### config.mk
export PLATFORM = sky130hd
export DESIGN_NAME = apb_interconnect_flat
export DESIGN_NICKNAME = d
export VERILOG_FILES = /design/src/rtl/apb_pkg.sv /design/src/rtl/apb_interconnect_if.sv /design/src/rtl/apb_addr_decode.sv /design/src/rtl/apb_interconnect.sv /design/src/flat_wrapper.sv
export SDC_FILE = /design/constraint.sdc
export NUM_CORES = 1
export LEC_CHECK = 0
export BUFFER_PORTS_ARGS = -buffer_cell sky130_fd_sc_hd__buf_2
export CAP_MARGIN = 25
export CORE_ASPECT_RATIO = 0.9
export CORE_MARGIN = 2
export CORE_UTILIZATION = 35
export DETAILED_ROUTE_END_ITERATION = 8
export PLACE_DENSITY_LB_ADDON = 0.3
export SETUP_SLACK_MARGIN = 0.02
export SYNTH_ARGS = -nofsm -noshare
export SYNTH_HDL_FRONTEND = slang
export SYNTH_HIERARCHICAL = 1
export SYNTH_SLANG_ARGS = --single-unit
### constraint.sdc
create_clock -name clk -period 2.34 [get_ports clk]
set_input_delay 0.351 -clock clk [delete_from_list [all_inputs] [get_ports clk]]
set_output_delay 0.351 -clock clk [all_outputs]
set_load 0.02 [all_outputs]
### src/rtl/apb_pkg.sv
// Shared FSM/error encodings and the default SoC address map for the APB interconnect.
package apb_pkg;

  typedef enum logic [1:0] {
    ST_IDLE   = 2'd0,
    ST_ACCESS = 2'd1,
    ST_RESP   = 2'd2
  } apb_state_e;

  typedef enum logic [1:0] {
    ERR_NONE     = 2'b00,
    ERR_UNMAPPED = 2'b01,
    ERR_TIMEOUT  = 2'b10,
    ERR_SLAVE    = 2'b11
  } apb_err_e;

  localparam int unsigned SOC_AW = 32;

  // Default SoC windows: slave matches when (paddr & MASK) == BASE.
  localparam logic [SOC_AW-1:0] SRAM_BASE  = 32'h8000_0000;
  localparam logic [SOC_AW-1:0] SRAM_MASK  = 32'h8000_0000;
  localparam logic [SOC_AW-1:0] UART_BASE  = 32'h1000_0000;
  localparam logic [SOC_AW-1:0] UART_MASK  = 32'hFFFF_0000;
  localparam logic [SOC_AW-1:0] SYS_BASE   = 32'h0000_0000;
  localparam logic [SOC_AW-1:0] SYS_MASK   = 32'hFFF0_0000;
  localparam logic [SOC_AW-1:0] INTC_BASE  = 32'h1001_0000;
  localparam logic [SOC_AW-1:0] INTC_MASK  = 32'hFFFF_0000;
  localparam logic [SOC_AW-1:0] TIMER_BASE = 32'h1002_0000;
  localparam logic [SOC_AW-1:0] TIMER_MASK = 32'hFFFF_0000;

endpackage

### src/rtl/apb_interconnect_if.sv
// CPU-side APB bus between the master and the interconnect.
interface apb_interconnect_if #(
  parameter int unsigned ADDR_WIDTH = 32,
  parameter int unsigned DATA_WIDTH = 32
);
  logic [ADDR_WIDTH-1:0] APB_paddr;
  logic                  APB_psel;
  logic                  APB_penable;
  logic                  APB_pwrite;
  logic [3:0]            APB_pstb;
  logic [DATA_WIDTH-1:0] APB_prdata;
  logic                  APB_pready;
  logic                  APB_perr;

  modport master (
    output APB_paddr, APB_psel, APB_penable, APB_pwrite, APB_pstb,
    input  APB_prdata, APB_pready, APB_perr
  );

  modport slave (
    input  APB_paddr, APB_psel, APB_penable, APB_pwrite, APB_pstb,
    output APB_prdata, APB_pready, APB_perr
  );
endinterface

### src/rtl/apb_addr_decode.sv
// Table-driven address decoder: mask/compare per slave, lowest index wins.
module apb_addr_decode #(
  parameter int unsigned ADDR_WIDTH = 32,
  parameter int unsigned NUM_SLAVES = 5,
  parameter logic [NUM_SLAVES*ADDR_WIDTH-1:0] SLAVE_BASE = '0,
  parameter logic [NUM_SLAVES*ADDR_WIDTH-1:0] SLAVE_MASK = '0
) (
  input  logic [ADDR_WIDTH-1:0] paddr_i,
  output logic [NUM_SLAVES-1:0] hit_c,
  output logic                  mapped_c
);

  // Walk from highest to lowest index so the lowest matching slave overwrites the rest.
  always_comb begin
    hit_c    = '0;
    mapped_c = 1'b0;
    for (int i = NUM_SLAVES - 1; i >= 0; i--) begin
      if ((paddr_i & SLAVE_MASK[i*ADDR_WIDTH +: ADDR_WIDTH]) ==
          SLAVE_BASE[i*ADDR_WIDTH +: ADDR_WIDTH]) begin
        hit_c    = '0;
        hit_c[i] = 1'b1;
        mapped_c = 1'b1;
      end
    end
  end

endmodule

### src/rtl/apb_interconnect.sv
// APB interconnect: address-mapped fan-out with transfer timeout and sticky error capture.
module apb_interconnect
  import apb_pkg::*;
#(
  parameter int unsigned ADDR_WIDTH     = 32,
  parameter int unsigned DATA_WIDTH     = 32,
  parameter int unsigned NUM_SLAVES     = 5,
  parameter logic [NUM_SLAVES*ADDR_WIDTH-1:0] SLAVE_BASE = '0,
  parameter logic [NUM_SLAVES*ADDR_WIDTH-1:0] SLAVE_MASK = '0,
  parameter int unsigned TIMEOUT_CYCLES = 64
) (
  input  logic                             clk,
  input  logic                             APB_PRESETn,
  apb_interconnect_if.slave                bus,
  output logic [NUM_SLAVES-1:0]            s_psel,
  output logic [NUM_SLAVES-1:0]            s_penable,
  input  logic [NUM_SLAVES*DATA_WIDTH-1:0] s_prdata,
  input  logic [NUM_SLAVES-1:0]            s_pready,
  input  logic [NUM_SLAVES-1:0]            s_perr,
  input  logic                             err_clr,
  output logic                             err_valid,
  output logic [1:0]                       err_code,
  output logic [ADDR_WIDTH-1:0]            err_addr
);

  localparam int unsigned CNT_W = $clog2(TIMEOUT_CYCLES);
  localparam logic [CNT_W-1:0] CNT_LAST = CNT_W'(TIMEOUT_CYCLES - 1);

  apb_state_e            state_q, state_d;
  logic [CNT_W-1:0]      cnt_q, cnt_d;
  logic [NUM_SLAVES-1:0] hit_q, hit_d, dec_hit;
  logic                  mapped_q, mapped_d, dec_mapped;
  logic [ADDR_WIDTH-1:0] addr_q, addr_d;
  logic                  err_valid_q, err_valid_d;
  apb_err_e              err_code_q, err_code_d;
  logic [ADDR_WIDTH-1:0] err_addr_q, err_addr_d;

  logic                  tgt_ready_c, tgt_err_c;
  logic [DATA_WIDTH-1:0] tgt_rdata_c;
  logic                  pready_c, perr_c;
  logic [DATA_WIDTH-1:0] prdata_c;
  logic [NUM_SLAVES-1:0] s_psel_c, s_penable_c;
  apb_err_e              evt_code_c;
  logic [ADDR_WIDTH-1:0] evt_addr_c;
  logic                  unused_bus;

  // Write direction and strobes go to the slaves outside this block.
  assign unused_bus = ^{bus.APB_pwrite, bus.APB_pstb};

  apb_addr_decode #(
    .ADDR_WIDTH (ADDR_WIDTH),
    .NUM_SLAVES (NUM_SLAVES),
    .SLAVE_BASE (SLAVE_BASE),
    .SLAVE_MASK (SLAVE_MASK)
  ) u_decode (
    .paddr_i  (bus.APB_paddr),
    .hit_c    (dec_hit),
    .mapped_c (dec_mapped)
  );

  // Response mux from the selected slave.
  always_comb begin
    tgt_ready_c = |(s_pready & hit_q);
    tgt_err_c   = |(s_perr & hit_q);
    tgt_rdata_c = '0;
    for (int i = 0; i < NUM_SLAVES; i++) begin
      if (hit_q[i]) tgt_rdata_c = tgt_rdata_c | s_prdata[i*DATA_WIDTH +: DATA_WIDTH];
    end
  end

  // Transfer FSM: next state, slave strobes and master response.
  always_comb begin
    state_d     = state_q;
    cnt_d       = cnt_q;
    hit_d       = hit_q;
    mapped_d    = mapped_q;
    addr_d      = addr_q;
    pready_c    = 1'b0;
    perr_c      = 1'b0;
    prdata_c    = '0;
    s_psel_c    = '0;
    s_penable_c = '0;
    evt_code_c  = ERR_UNMAPPED;
    evt_addr_c  = addr_q;
    case (state_q)
      ST_IDLE: begin
        if (bus.APB_psel && !bus.APB_penable) begin
          hit_d    = dec_hit;
          mapped_d = dec_mapped;
          addr_d   = bus.APB_paddr;
          cnt_d    = '0;
          state_d  = ST_ACCESS;
        end else if (bus.APB_psel && bus.APB_penable && APB_PRESETn) begin
          // Access phase with no setup seen (e.g. after reset): reject it.
          pready_c   = 1'b1;
          perr_c     = 1'b1;
          evt_addr_c = bus.APB_paddr;
        end
      end
      ST_ACCESS: begin
        s_psel_c    = hit_q & {NUM_SLAVES{bus.APB_psel}};
        s_penable_c = hit_q & {NUM_SLAVES{bus.APB_penable}};
        if (mapped_q) begin
          pready_c   = tgt_ready_c;
          perr_c     = tgt_err_c;
          prdata_c   = tgt_rdata_c;
          evt_code_c = ERR_SLAVE;
          if (tgt_ready_c) begin
            state_d = ST_IDLE;
          end else if (cnt_q == CNT_LAST) begin
            state_d = ST_RESP;
          end else begin
            cnt_d = cnt_q + CNT_W'(1);
          end
        end else begin
          pready_c = 1'b1;
          perr_c   = 1'b1;
          state_d  = ST_IDLE;
        end
      end
      ST_RESP: begin
        pready_c   = 1'b1;
        perr_c     = 1'b1;
        evt_code_c = ERR_TIMEOUT;
        state_d    = ST_IDLE;
      end
      default: state_d = ST_IDLE;
    endcase
  end

  // Sticky error capture; a new error wins over a coincident clear.
  always_comb begin
    err_valid_d = err_valid_q;
    err_code_d  = err_code_q;
    err_addr_d  = err_addr_q;
    if (pready_c && perr_c && (!err_valid_q || err_clr)) begin
      err_valid_d = 1'b1;
      err_code_d  = evt_code_c;
      err_addr_d  = evt_addr_c;
    end else if (err_clr) begin
      err_valid_d = 1'b0;
      err_code_d  = ERR_NONE;
      err_addr_d  = '0;
    end
  end

  // State and capture registers.
  always_ff @(posedge clk or negedge APB_PRESETn) begin
    if (!APB_PRESETn) begin
      state_q     <= ST_IDLE;
      cnt_q       <= '0;
      hit_q       <= '0;
      mapped_q    <= 1'b0;
      addr_q      <= '0;
      err_valid_q <= 1'b0;
      err_code_q  <= ERR_NONE;
      err_addr_q  <= '0;
    end else begin
      state_q     <= state_d;
      cnt_q       <= cnt_d;
      hit_q       <= hit_d;
      mapped_q    <= mapped_d;
      addr_q      <= addr_d;
      err_valid_q <= err_valid_d;
      err_code_q  <= err_code_d;
      err_addr_q  <= err_addr_d;
    end
  end

  assign bus.APB_pready = pready_c;
  assign bus.APB_perr   = perr_c;
  assign bus.APB_prdata = prdata_c;
  assign s_psel         = s_psel_c;
  assign s_penable      = s_penable_c;
  assign err_valid      = err_valid_q;
  assign err_code       = err_code_q;
  assign err_addr       = err_addr_q;

endmodule

### src/flat_wrapper.sv
// flat-port wrapper written by rule: the top's interface ports become plain ports
module apb_interconnect_flat import apb_pkg::*;
#(
  parameter int unsigned ADDR_WIDTH     = 32,
  parameter int unsigned DATA_WIDTH     = 32,
  parameter int unsigned NUM_SLAVES     = 5,
  parameter logic [NUM_SLAVES*ADDR_WIDTH-1:0] SLAVE_BASE = '0,
  parameter logic [NUM_SLAVES*ADDR_WIDTH-1:0] SLAVE_MASK = '0,
  parameter int unsigned TIMEOUT_CYCLES = 64
)
  (clk, APB_PRESETn, s_psel, s_penable, s_prdata, s_pready, s_perr, err_clr, err_valid, err_code, err_addr, bus_APB_paddr, bus_APB_psel, bus_APB_penable, bus_APB_pwrite, bus_APB_pstb, bus_APB_prdata, bus_APB_pready, bus_APB_perr);
  apb_interconnect_if #(.ADDR_WIDTH(ADDR_WIDTH), .DATA_WIDTH(DATA_WIDTH)) bus_i ();
  input  logic clk;
  input  logic APB_PRESETn;
  output logic [NUM_SLAVES-1:0] s_psel;
  output logic [NUM_SLAVES-1:0] s_penable;
  input  logic [NUM_SLAVES*DATA_WIDTH-1:0] s_prdata;
  input  logic [NUM_SLAVES-1:0] s_pready;
  input  logic [NUM_SLAVES-1:0] s_perr;
  input  logic err_clr;
  output logic err_valid;
  output logic [1:0] err_code;
  output logic [ADDR_WIDTH-1:0] err_addr;
  input wire logic [$bits(bus_i.APB_paddr)-1:0] bus_APB_paddr;
  input wire logic [$bits(bus_i.APB_psel)-1:0] bus_APB_psel;
  input wire logic [$bits(bus_i.APB_penable)-1:0] bus_APB_penable;
  input wire logic [$bits(bus_i.APB_pwrite)-1:0] bus_APB_pwrite;
  input wire logic [$bits(bus_i.APB_pstb)-1:0] bus_APB_pstb;
  output wire logic [$bits(bus_i.APB_prdata)-1:0] bus_APB_prdata;
  output wire logic [$bits(bus_i.APB_pready)-1:0] bus_APB_pready;
  output wire logic [$bits(bus_i.APB_perr)-1:0] bus_APB_perr;
  assign bus_i.APB_paddr = bus_APB_paddr;
  assign bus_i.APB_psel = bus_APB_psel;
  assign bus_i.APB_penable = bus_APB_penable;
  assign bus_i.APB_pwrite = bus_APB_pwrite;
  assign bus_i.APB_pstb = bus_APB_pstb;
  assign bus_APB_prdata = bus_i.APB_prdata;
  assign bus_APB_pready = bus_i.APB_pready;
  assign bus_APB_perr = bus_i.APB_perr;
  apb_interconnect #(.ADDR_WIDTH(ADDR_WIDTH), .DATA_WIDTH(DATA_WIDTH), .NUM_SLAVES(NUM_SLAVES), .SLAVE_BASE(SLAVE_BASE), .SLAVE_MASK(SLAVE_MASK), .TIMEOUT_CYCLES(TIMEOUT_CYCLES)) u_core (.clk(clk), .APB_PRESETn(APB_PRESETn), .bus(bus_i), .s_psel(s_psel), .s_penable(s_penable), .s_prdata(s_prdata), .s_pready(s_pready), .s_perr(s_perr), .err_clr(err_clr), .err_valid(err_valid), .err_code(err_code), .err_addr(err_addr));
endmodule
==> results of run 1 <==
[worst max-delay path: stages, from the launching register on]
cell and delay [ns]:
sky130_fd_sc_hd__dfrtp_1 0.38, sky130_fd_sc_hd__buf_4 0.23, sky130_fd_sc_hd__a222oi_1 0.50, sky130_fd_sc_hd__buf_4 0.20, sky130_fd_sc_hd__a21oi_1 0.05, sky130_fd_sc_hd__buf_2 0.18
[layout by cell type (no fill, tap or decap), types with 4 or more instances in the layout]
| master | synthesis | final |
|---|---|---|
| sky130_fd_sc_hd__dfrtp_1 | 81 | 81 |
| sky130_fd_sc_hd__mux2i_1 | 32 | 32 |
| sky130_fd_sc_hd__a21oi_1 | 39 | 39 |
| sky130_fd_sc_hd__nand2_1 | 10 | 9 |
| sky130_fd_sc_hd__and3_1 | 12 | 12 |
| sky130_fd_sc_hd__buf_4 | 6 | 17 |
| sky130_fd_sc_hd__a222oi_1 | 33 | 33 |
| sky130_fd_sc_hd__ha_1 | 5 | 4 |
| sky130_fd_sc_hd__clkbuf_16 | 0 | 9 |
| sky130_fd_sc_hd__buf_2 | 12 | 284 |
| sky130_fd_sc_hd__a22oi_1 | 35 | 35 |
| sky130_fd_sc_hd__mux2_2 | 39 | 39 |
| sky130_fd_sc_hd__inv_1 | 4 | 4 |
| sky130_fd_sc_hd__conb_1 | 2 | 6 |
| sky130_fd_sc_hd__o2bb2ai_1 | 35 | 35 |
[area by class of cell]
class	instances	area, µm²	area share (%)
Timing Repair Buffer	303	1580	24.6
Sequential cell	81	2030	31.5
Inverter	4	15.0	0.233
Clock inverter	6	67.6	1.05
Multi-Input combinational cell	279	2300	35.8
Tap cell	164	205	3.19
Antenna cell	3	7.51	0.117
Clock buffer	10	229	3.56
[through the flow]
stage / area (µm²) / worst slack (ns)
after floorplan: 4540 / 0.214
after global placement: 6120 / 0.300
after detailed placement: 6120 / 0.260
after CTS: 6410 / 0.0348
after global routing: 6430 / 0.0272
final: 6430 / 0.101
[logic make-up after synthesis]
family                   Yosys count  share of synthesized area, %
AO/OA/AOI/OAI                    157                          26.8
buffers and inverters             48                          4.97
AND/OR/NAND/NOR                   40                          5.11
other                              2                         0.166
adder cells (fa/ha/maj)            5                          1.38
flip-flops                        81                          44.8
multiplexers                      71                          16.8
[path summary, 6_finish.rpt]
kind,cells past startpoint,to
worst max-delay path,5,bus_APB_prdata[22]
worst min-delay path,2,u_core/addr_q[21]
worst max register to register,8,u_core/err_addr[24]
worst min register to register,1,u_core/err_addr[22]
max in group asynchronous,3,u_core/err_addr[29]
min in group clk,2,u_core/addr_q[10]
[layer usage]
metal / part of all wire (%) / vias up / routed length [µm] / GRT usage (%)
met5: 0 / - / 0 / 0
met1: 43 / 2345 / 7370 / 31.9
li1: - / 2158 / - / -
met4: 2.0 / 0 / 349 / 7.79
met3: 9.6 / 28 / 1640 / 6.20
met2: 45 / 258 / 7680 / 35.8
[registers in the layout, indices dropped and copies added (netlist names)]
| signal | count |
|---|---|
| u_core/addr_q | 32 |
| u_core/err_addr | 32 |
| u_core/cnt_q | 6 |
| u_core/hit_q | 5 |
| u_core/err_code | 2 |
| u_core/state_q | 2 |
| u_core/err_valid | 1 |
| u_core/mapped_q | 1 |
[power breakdown]
group / total [W] / switching (W) / internal [W]
logic: 0.00465 / 0.00278 / 0.00187
clock network: 0.00141 / 0.000575 / 0.000831
registers: 0.00240 / 0.000359 / 0.00204
[cells in the mapped netlist (4+ instances only)]
master	n
sky130_fd_sc_hd__and3_1	12
sky130_fd_sc_hd__nand2_1	10
sky130_fd_sc_hd__buf_4	6
sky130_fd_sc_hd__clkbuf_1	22
sky130_fd_sc_hd__mux2_2	39
sky130_fd_sc_hd__mux2i_1	32
sky130_fd_sc_hd__o2bb2ai_1	35
sky130_fd_sc_hd__a22oi_1	35
sky130_fd_sc_hd__buf_2	12
sky130_fd_sc_hd__a222oi_1	33
sky130_fd_sc_hd__ha_1	5
sky130_fd_sc_hd__inv_1	4
sky130_fd_sc_hd__a21oi_1	39
sky130_fd_sc_hd__dfrtp_1	81
==> run_summary.xml, run 1 <==
<?xml version="1.0" encoding="UTF-8"?>
<metrics>
  <group name="outcome">
    <metric name="outcome" unit="">finished, final reports clean</metric>
  </group>
  <group name="critical_path">
    <metric name="critPathMaxFanout" unit="">27</metric>
    <metric name="crit_path_end_kind" unit="">primary output</metric>
    <metric name="worstReg2RegStart" unit="">u_core/state_q[0]</metric>
    <metric name="worst-r2r-setup-slack" unit="ns">0.25</metric>
    <metric name="timing.setup.critical_path_class" unit="">flip-flop to primary output</metric>
    <metric name="worstSetupStartpoint" unit="">u_core/hit_q[1]</metric>
    <metric name="critPathArrivalTime" unit="ns">1.89</metric>
    <metric name="crit_required" unit="ns">1.99</metric>
    <metric name="crit_path_launch_type" unit="">flip-flop</metric>
  </group>
  <group name="detailed_routing">
    <metric name="drt_first_pass_iters" unit="">8</metric>
    <metric name="drt-vias-per-instance" unit="">5.63</metric>
    <metric name="drtIter0Drc" unit="">607</metric>
    <metric name="route.detailed.wl_per_inst" unit="µm">20.1</metric>
    <metric name="antenna_violating_nets_post_route" unit="">0</metric>
    <metric name="via_count" unit="">4789</metric>
    <metric name="route.final.wire_length" unit="µm">17000</metric>
    <metric name="drcViolationCount" unit="">0</metric>
  </group>
  <group name="yosys">
    <metric name="sequential_element_share_of_the_synthesized_area" unit="%">44.8</metric>
    <metric name="yosysTopAreaCell" unit="">sky130_fd_sc_hd__dfrtp_1</metric>
    <metric name="biggest_area_contributors_in_the_synthesized_netlist" unit="">sky130_fd_sc_hd__dfrtp_1 (45%), sky130_fd_sc_hd__mux2_2 (9.7%), sky130_fd_sc_hd__a222oi_1 (7.3%), sky130_fd_sc_hd__mux2i_1 (7.1%), sky130_fd_sc_hd__o2bb2ai_1 (6.8%)</metric>
    <metric name="synth_async_sr_flop_share" unit="%">100</metric>
    <metric name="yosys_register_bits" unit="">81</metric>
    <metric name="yosys_top_cell_area_share" unit="%">44.8</metric>
    <metric name="syn_avg_cell_area" unit="µm²">11.2</metric>
    <metric name="syn-instance-count" unit="">404</metric>
    <metric name="yosys_warnings" unit="">6</metric>
    <metric name="synth_enable_flop_cells" unit="">0</metric>
    <metric name="synth_top_flop_cell" unit="">sky130_fd_sc_hd__dfrtp_1</metric>
    <metric name="mappedNetlistArea" unit="µm²">4530</metric>
    <metric name="netlist-cell-type-count" unit="">38</metric>
  </group>
  <group name="global_route">
    <metric name="antenna_violations_before_repair" unit="">3</metric>
    <metric name="globalRouteTotalUtil" unit="%">23.3</metric>
    <metric name="global_route_wire_length_before_repair" unit="µm">24500</metric>
    <metric name="grt_pass1_vias" unit="">4492</metric>
    <metric name="grt_max_degree" unit="">56</metric>
    <metric name="gr-total-overflow" unit="">0</metric>
  </group>
  <group name="cts">
    <metric name="cts_sinks" unit="">81</metric>
    <metric name="clk_latency" unit="ns">0.33</metric>
    <metric name="clockRootBuffer" unit="">sky130_fd_sc_hd__clkbuf_16</metric>
    <metric name="clk_pin_slew" unit="ns">0.06</metric>
    <metric name="num_cts_buffers" unit="">9</metric>
    <metric name="postCtsSetupRepairBufs" unit="">0</metric>
    <metric name="max-clock-path-buffers" unit="">2</metric>
    <metric name="post_cts_repair_resize_count" unit="">0</metric>
    <metric name="cts_tree" unit="">done</metric>
    <metric name="cts-hold-fix-buffers" unit="">0</metric>
    <metric name="htree_num_levels" unit="">3</metric>
  </group>
  <group name="timing">
    <metric name="period_minus_slack" unit="ns">2.24</metric>
    <metric name="fin_hold_ws" unit="ns">0.0433</metric>
    <metric name="max_freq" unit="GHz">0.447</metric>
    <metric name="worst_slew_margin_rel" unit="%">53.3</metric>
    <metric name="period_utilisation_layout" unit="%">95.7</metric>
    <metric name="timing.final.hold_violations" unit="">0</metric>
    <metric name="finalSetupViolations" unit="">0</metric>
    <metric name="fin_tns_setup" unit="ns">0</metric>
    <metric name="rsz0062_at_grt" unit="">no</metric>
    <metric name="timing.final.max_slew_violations" unit="">0</metric>
    <metric name="timing_worst_slew_pin_value" unit="ns">0.701</metric>
    <metric name="fin_worst_skew" unit="ns">0.00868</metric>
  </group>
  <group name="die">
    <metric name="design.portCount" unit="">291</metric>
    <metric name="dieArea" unit="µm²">13900</metric>
    <metric name="starting_density" unit="%">35.8</metric>
    <metric name="chipWidth" unit="µm">124</metric>
    <metric name="die-height" unit="µm">112</metric>
    <metric name="core.rowCount" unit="">39</metric>
    <metric name="placeableCoreArea" unit="µm²">12600</metric>
  </group>
  <group name="layout">
    <metric name="final_core_util" unit="%">50.9</metric>
    <metric name="nets" unit="">895</metric>
    <metric name="drive_gt1_share" unit="%">53.4</metric>
    <metric name="fillerInstances" unit="">1123</metric>
    <metric name="area_growth" unit="%">42.1</metric>
    <metric name="final_cell_count_no_fill" unit="">850</metric>
  </group>
  <group name="placement">
    <metric name="port_buffer_count" unit="">285</metric>
    <metric name="dp.final_hpwl" unit="µm">12900</metric>
    <metric name="dpl.cell_count" unit="">831</metric>
    <metric name="place_congestion" unit="">1.01</metric>
  </group>
  <group name="power_and_ir_drop">
    <metric name="overall_power" unit="W">0.00846</metric>
    <metric name="power.leakage" unit="nW">3.52</metric>
    <metric name="power_density" unit="nW/µm²">1310</metric>
    <metric name="ir_drop" unit="µV">590</metric>
  </group>
  <group name="worst_hold_path">
    <metric name="hp-class" unit="">input port to async pin</metric>
  </group>
  <group name="flow_run">
    <metric name="cap_viol_max_count" unit="">0</metric>
  </group>
</metrics>
(Power assumes the default switching activity.)
==> inputs of run 2 (changes only) <==
--- a/config.mk
+++ b/config.mk
@@ -10,6 +10,7 @@
 export CORE_ASPECT_RATIO = 0.9
 export CORE_MARGIN = 2
 export CORE_UTILIZATION = 35
+export CTS_BUF_LIST = sky130_fd_sc_hd__clkbuf_8
 export DETAILED_ROUTE_END_ITERATION = 8
 export PLACE_DENSITY_LB_ADDON = 0.3
 export SETUP_SLACK_MARGIN = 0.02
==> run 2 against run 1 <==
Effect of this change:
- via count grew 0.25%
- total power decreased by 3.2%
- the run now ends with DRC left
- clock skew is 0.0036 ns higher
- critical path depth unchanged
- combinational power is 2% higher
==> run_summary.xml, run 2 (synthesis gave the netlist of run 1 again) <==
<?xml version="1.0" encoding="UTF-8"?>
<metrics>
  <group name="layout">
    <metric name="most_common_library_cell_in_the_layout_ignoring_fill_and_taps" unit="">sky130_fd_sc_hd__buf_2</metric>
    <metric name="multi_input_area" unit="µm²">2310</metric>
    <metric name="layout.area.seq" unit="µm²">2030</metric>
    <metric name="fillerInstances" unit="">1132</metric>
    <metric name="final_cell_count_no_fill" unit="">852</metric>
    <metric name="area_growth" unit="%">41.0</metric>
    <metric name="nets" unit="">897</metric>
    <metric name="layout_common_cells" unit="">sky130_fd_sc_hd__buf_2 (283), sky130_fd_sc_hd__dfrtp_1 (80), sky130_fd_sc_hd__a21oi_1 (39), sky130_fd_sc_hd__mux2_2 (39)</metric>
    <metric name="drive_gt1_share" unit="%">53.9</metric>
  </group>
  <group name="critical_path">
    <metric name="crit_required" unit="ns">1.99</metric>
    <metric name="critPathMaxFanout" unit="">13</metric>
    <metric name="crit_path_launch_type" unit="">flip-flop</metric>
    <metric name="critPathArrivalTime" unit="ns">1.89</metric>
    <metric name="crit_path_end_kind" unit="">primary output</metric>
    <metric name="timing.setup.critical_path_class" unit="">flip-flop to primary output</metric>
    <metric name="worst-r2r-setup-slack" unit="ns">0.21</metric>
    <metric name="worst_r2r_path_depth" unit="">5</metric>
  </group>
  <group name="power_and_ir_drop">
    <metric name="ir_drop" unit="µV">540</metric>
    <metric name="power_density" unit="nW/µm²">1280</metric>
    <metric name="power.leakage" unit="nW">3.49</metric>
  </group>
  <group name="global_route">
    <metric name="use_met3" unit="%">6.51</metric>
    <metric name="global_route.peak_usage_layer" unit="">met2</metric>
    <metric name="gr-total-overflow" unit="">0</metric>
    <metric name="groute.layer.met2.usage" unit="%">35.5</metric>
    <metric name="grt.met1_usage" unit="%">31.8</metric>
    <metric name="globalRouteTotalUtil" unit="%">23.2</metric>
    <metric name="grt_pass1_vias" unit="">4499</metric>
    <metric name="global_route_wire_length_before_repair" unit="µm">24500</metric>
    <metric name="antenna_violations_before_repair" unit="">3</metric>
    <metric name="grt_max_degree" unit="">56</metric>
  </group>
  <group name="cts">
    <metric name="htree_num_levels" unit="">3</metric>
    <metric name="cts_tree" unit="">done</metric>
    <metric name="num_cts_buffers" unit="">9</metric>
    <metric name="cts-hold-fix-buffers" unit="">0</metric>
    <metric name="clk_pin_slew" unit="ns">0.09</metric>
    <metric name="clockRootBuffer" unit="">sky130_fd_sc_hd__clkbuf_8</metric>
    <metric name="cts_sinks" unit="">81</metric>
    <metric name="clk_latency" unit="ns">0.35</metric>
    <metric name="max-clock-path-buffers" unit="">2</metric>
  </group>
  <group name="placement">
    <metric name="dpl.cell_count" unit="">831</metric>
    <metric name="dp.final_hpwl" unit="µm">12900</metric>
    <metric name="place_congestion" unit="">1.01</metric>
    <metric name="port_buffer_count" unit="">285</metric>
  </group>
  <group name="timing">
    <metric name="timing.final.hold_violations" unit="">0</metric>
    <metric name="worst_slew_margin_rel" unit="%">52.8</metric>
    <metric name="fin_tns_setup" unit="ns">0</metric>
    <metric name="fin_worst_skew" unit="ns">0.0123</metric>
    <metric name="finalSetupViolations" unit="">0</metric>
    <metric name="period_minus_slack" unit="ns">2.24</metric>
    <metric name="period_utilisation_layout" unit="%">95.6</metric>
    <metric name="timing_worst_slew_pin_value" unit="ns">0.707</metric>
    <metric name="rsz0062_at_grt" unit="">no</metric>
    <metric name="timing.final.max_slew_violations" unit="">0</metric>
    <metric name="max_freq" unit="GHz">0.447</metric>
  </group>
  <group name="worst_hold_path">
    <metric name="hp-class" unit="">input port to async pin</metric>
  </group>
  <group name="die">
    <metric name="placeableCoreArea" unit="µm²">12600</metric>
    <metric name="starting_density" unit="%">35.8</metric>
    <metric name="die-height" unit="µm">112</metric>
    <metric name="design.portCount" unit="">291</metric>
    <metric name="chipWidth" unit="µm">124</metric>
    <metric name="core.rowCount" unit="">39</metric>
    <metric name="dieArea" unit="µm²">13900</metric>
  </group>
  <group name="detailed_routing">
    <metric name="drt-vias-per-instance" unit="">5.63</metric>
    <metric name="route.final.wire_length" unit="µm">17300</metric>
    <metric name="via_count" unit="">4801</metric>
    <metric name="drt_first_pass_iters" unit="">9</metric>
    <metric name="drtIter0Drc" unit="">652</metric>
    <metric name="drcViolationCount" unit="">16</metric>
    <metric name="route.detailed.wl_per_inst" unit="µm">20.3</metric>
    <metric name="antenna_violating_nets_post_route" unit="">0</metric>
  </group>
  <group name="flow_run">
    <metric name="cap_viol_max_count" unit="">0</metric>
  </group>
  <group name="outcome">
    <metric name="outcome" unit="">finished with violations</metric>
    <metric name="failed_checks" unit="">DRC</metric>
  </group>
</metrics>
## run 2: critical path, cell delays in order, from the launching register on
cell	delay (ns)
sky130_fd_sc_hd__dfrtp_2	0.45
sky130_fd_sc_hd__buf_12	0.16
sky130_fd_sc_hd__a222oi_1	0.48
sky130_fd_sc_hd__buf_4	0.20
sky130_fd_sc_hd__a21oi_1	0.06
sky130_fd_sc_hd__buf_4	0.17
## run 2: repair_timing
action                     CTS  global route
buffers inserted             0             1
resized for setup            1             8
pin swaps                    0             1
gates cloned                 0             1
setup endpoints to repair    1             6
## run 2: area by class of cell
class                   count  area share [%]
flip-flops and latches     81            31.8
well taps                 164            3.21
clock buffers               9            1.94
inverters                   4           0.235
diodes                      3           0.118
multi-input cells         279            36.1
clock inverters             7            1.12
repair buffers            305            25.5
## run 2: through the flow
stage / hold slack, ns / cell area (µm²) / total power [W] / setup slack, ns / util [%]
after global routing: 0.0251 / 6380 / 0.00870 / 0.0300 / 50.5
after floorplan: 0.0554 / 4540 / 0.00548 / 0.214 / -
after global placement: 0.399 / 6120 / 0.00688 / 0.300 / 48.4
final: 0.0190 / 6380 / 0.00819 / 0.102 / 50.5
after CTS: 0.00591 / 6310 / 0.00809 / 0.0563 / 50.0
after detailed placement: 0.406 / 6120 / 0.00702 / 0.260 / 48.4
## run 2: worst paths after layout
kind / endpoint / startpoint
max in group asynchronous: u_core/hit_q[0] / APB_PRESETn
worst max-delay path: bus_APB_prdata[22] / u_core/hit_q[0]
worst min register to register: u_core/err_addr[22] / u_core/err_addr[22]
worst min-delay path: u_core/addr_q[21] / APB_PRESETn
worst max register to register: u_core/cnt_q[0] / u_core/hit_q[0]
min in group clk: u_core/addr_q[10] / bus_APB_paddr[10]
## run 2: routing by layer
layer / vias to the layer above / wire length [µm]
li1: 2167 / -
met1: 2360 / 7440
met2: 244 / 7870
met3: 30 / 1610
met4: 0 / 377
met5: - / 0
## run 2: where the power goes
group	total (W)	switching, W	internal, W	leakage, nW
clock network	0.00103	0.000533	0.000493	0.0970
registers	0.00241	0.000369	0.00204	1.03
logic	0.00476	0.00281	0.00195	2.37
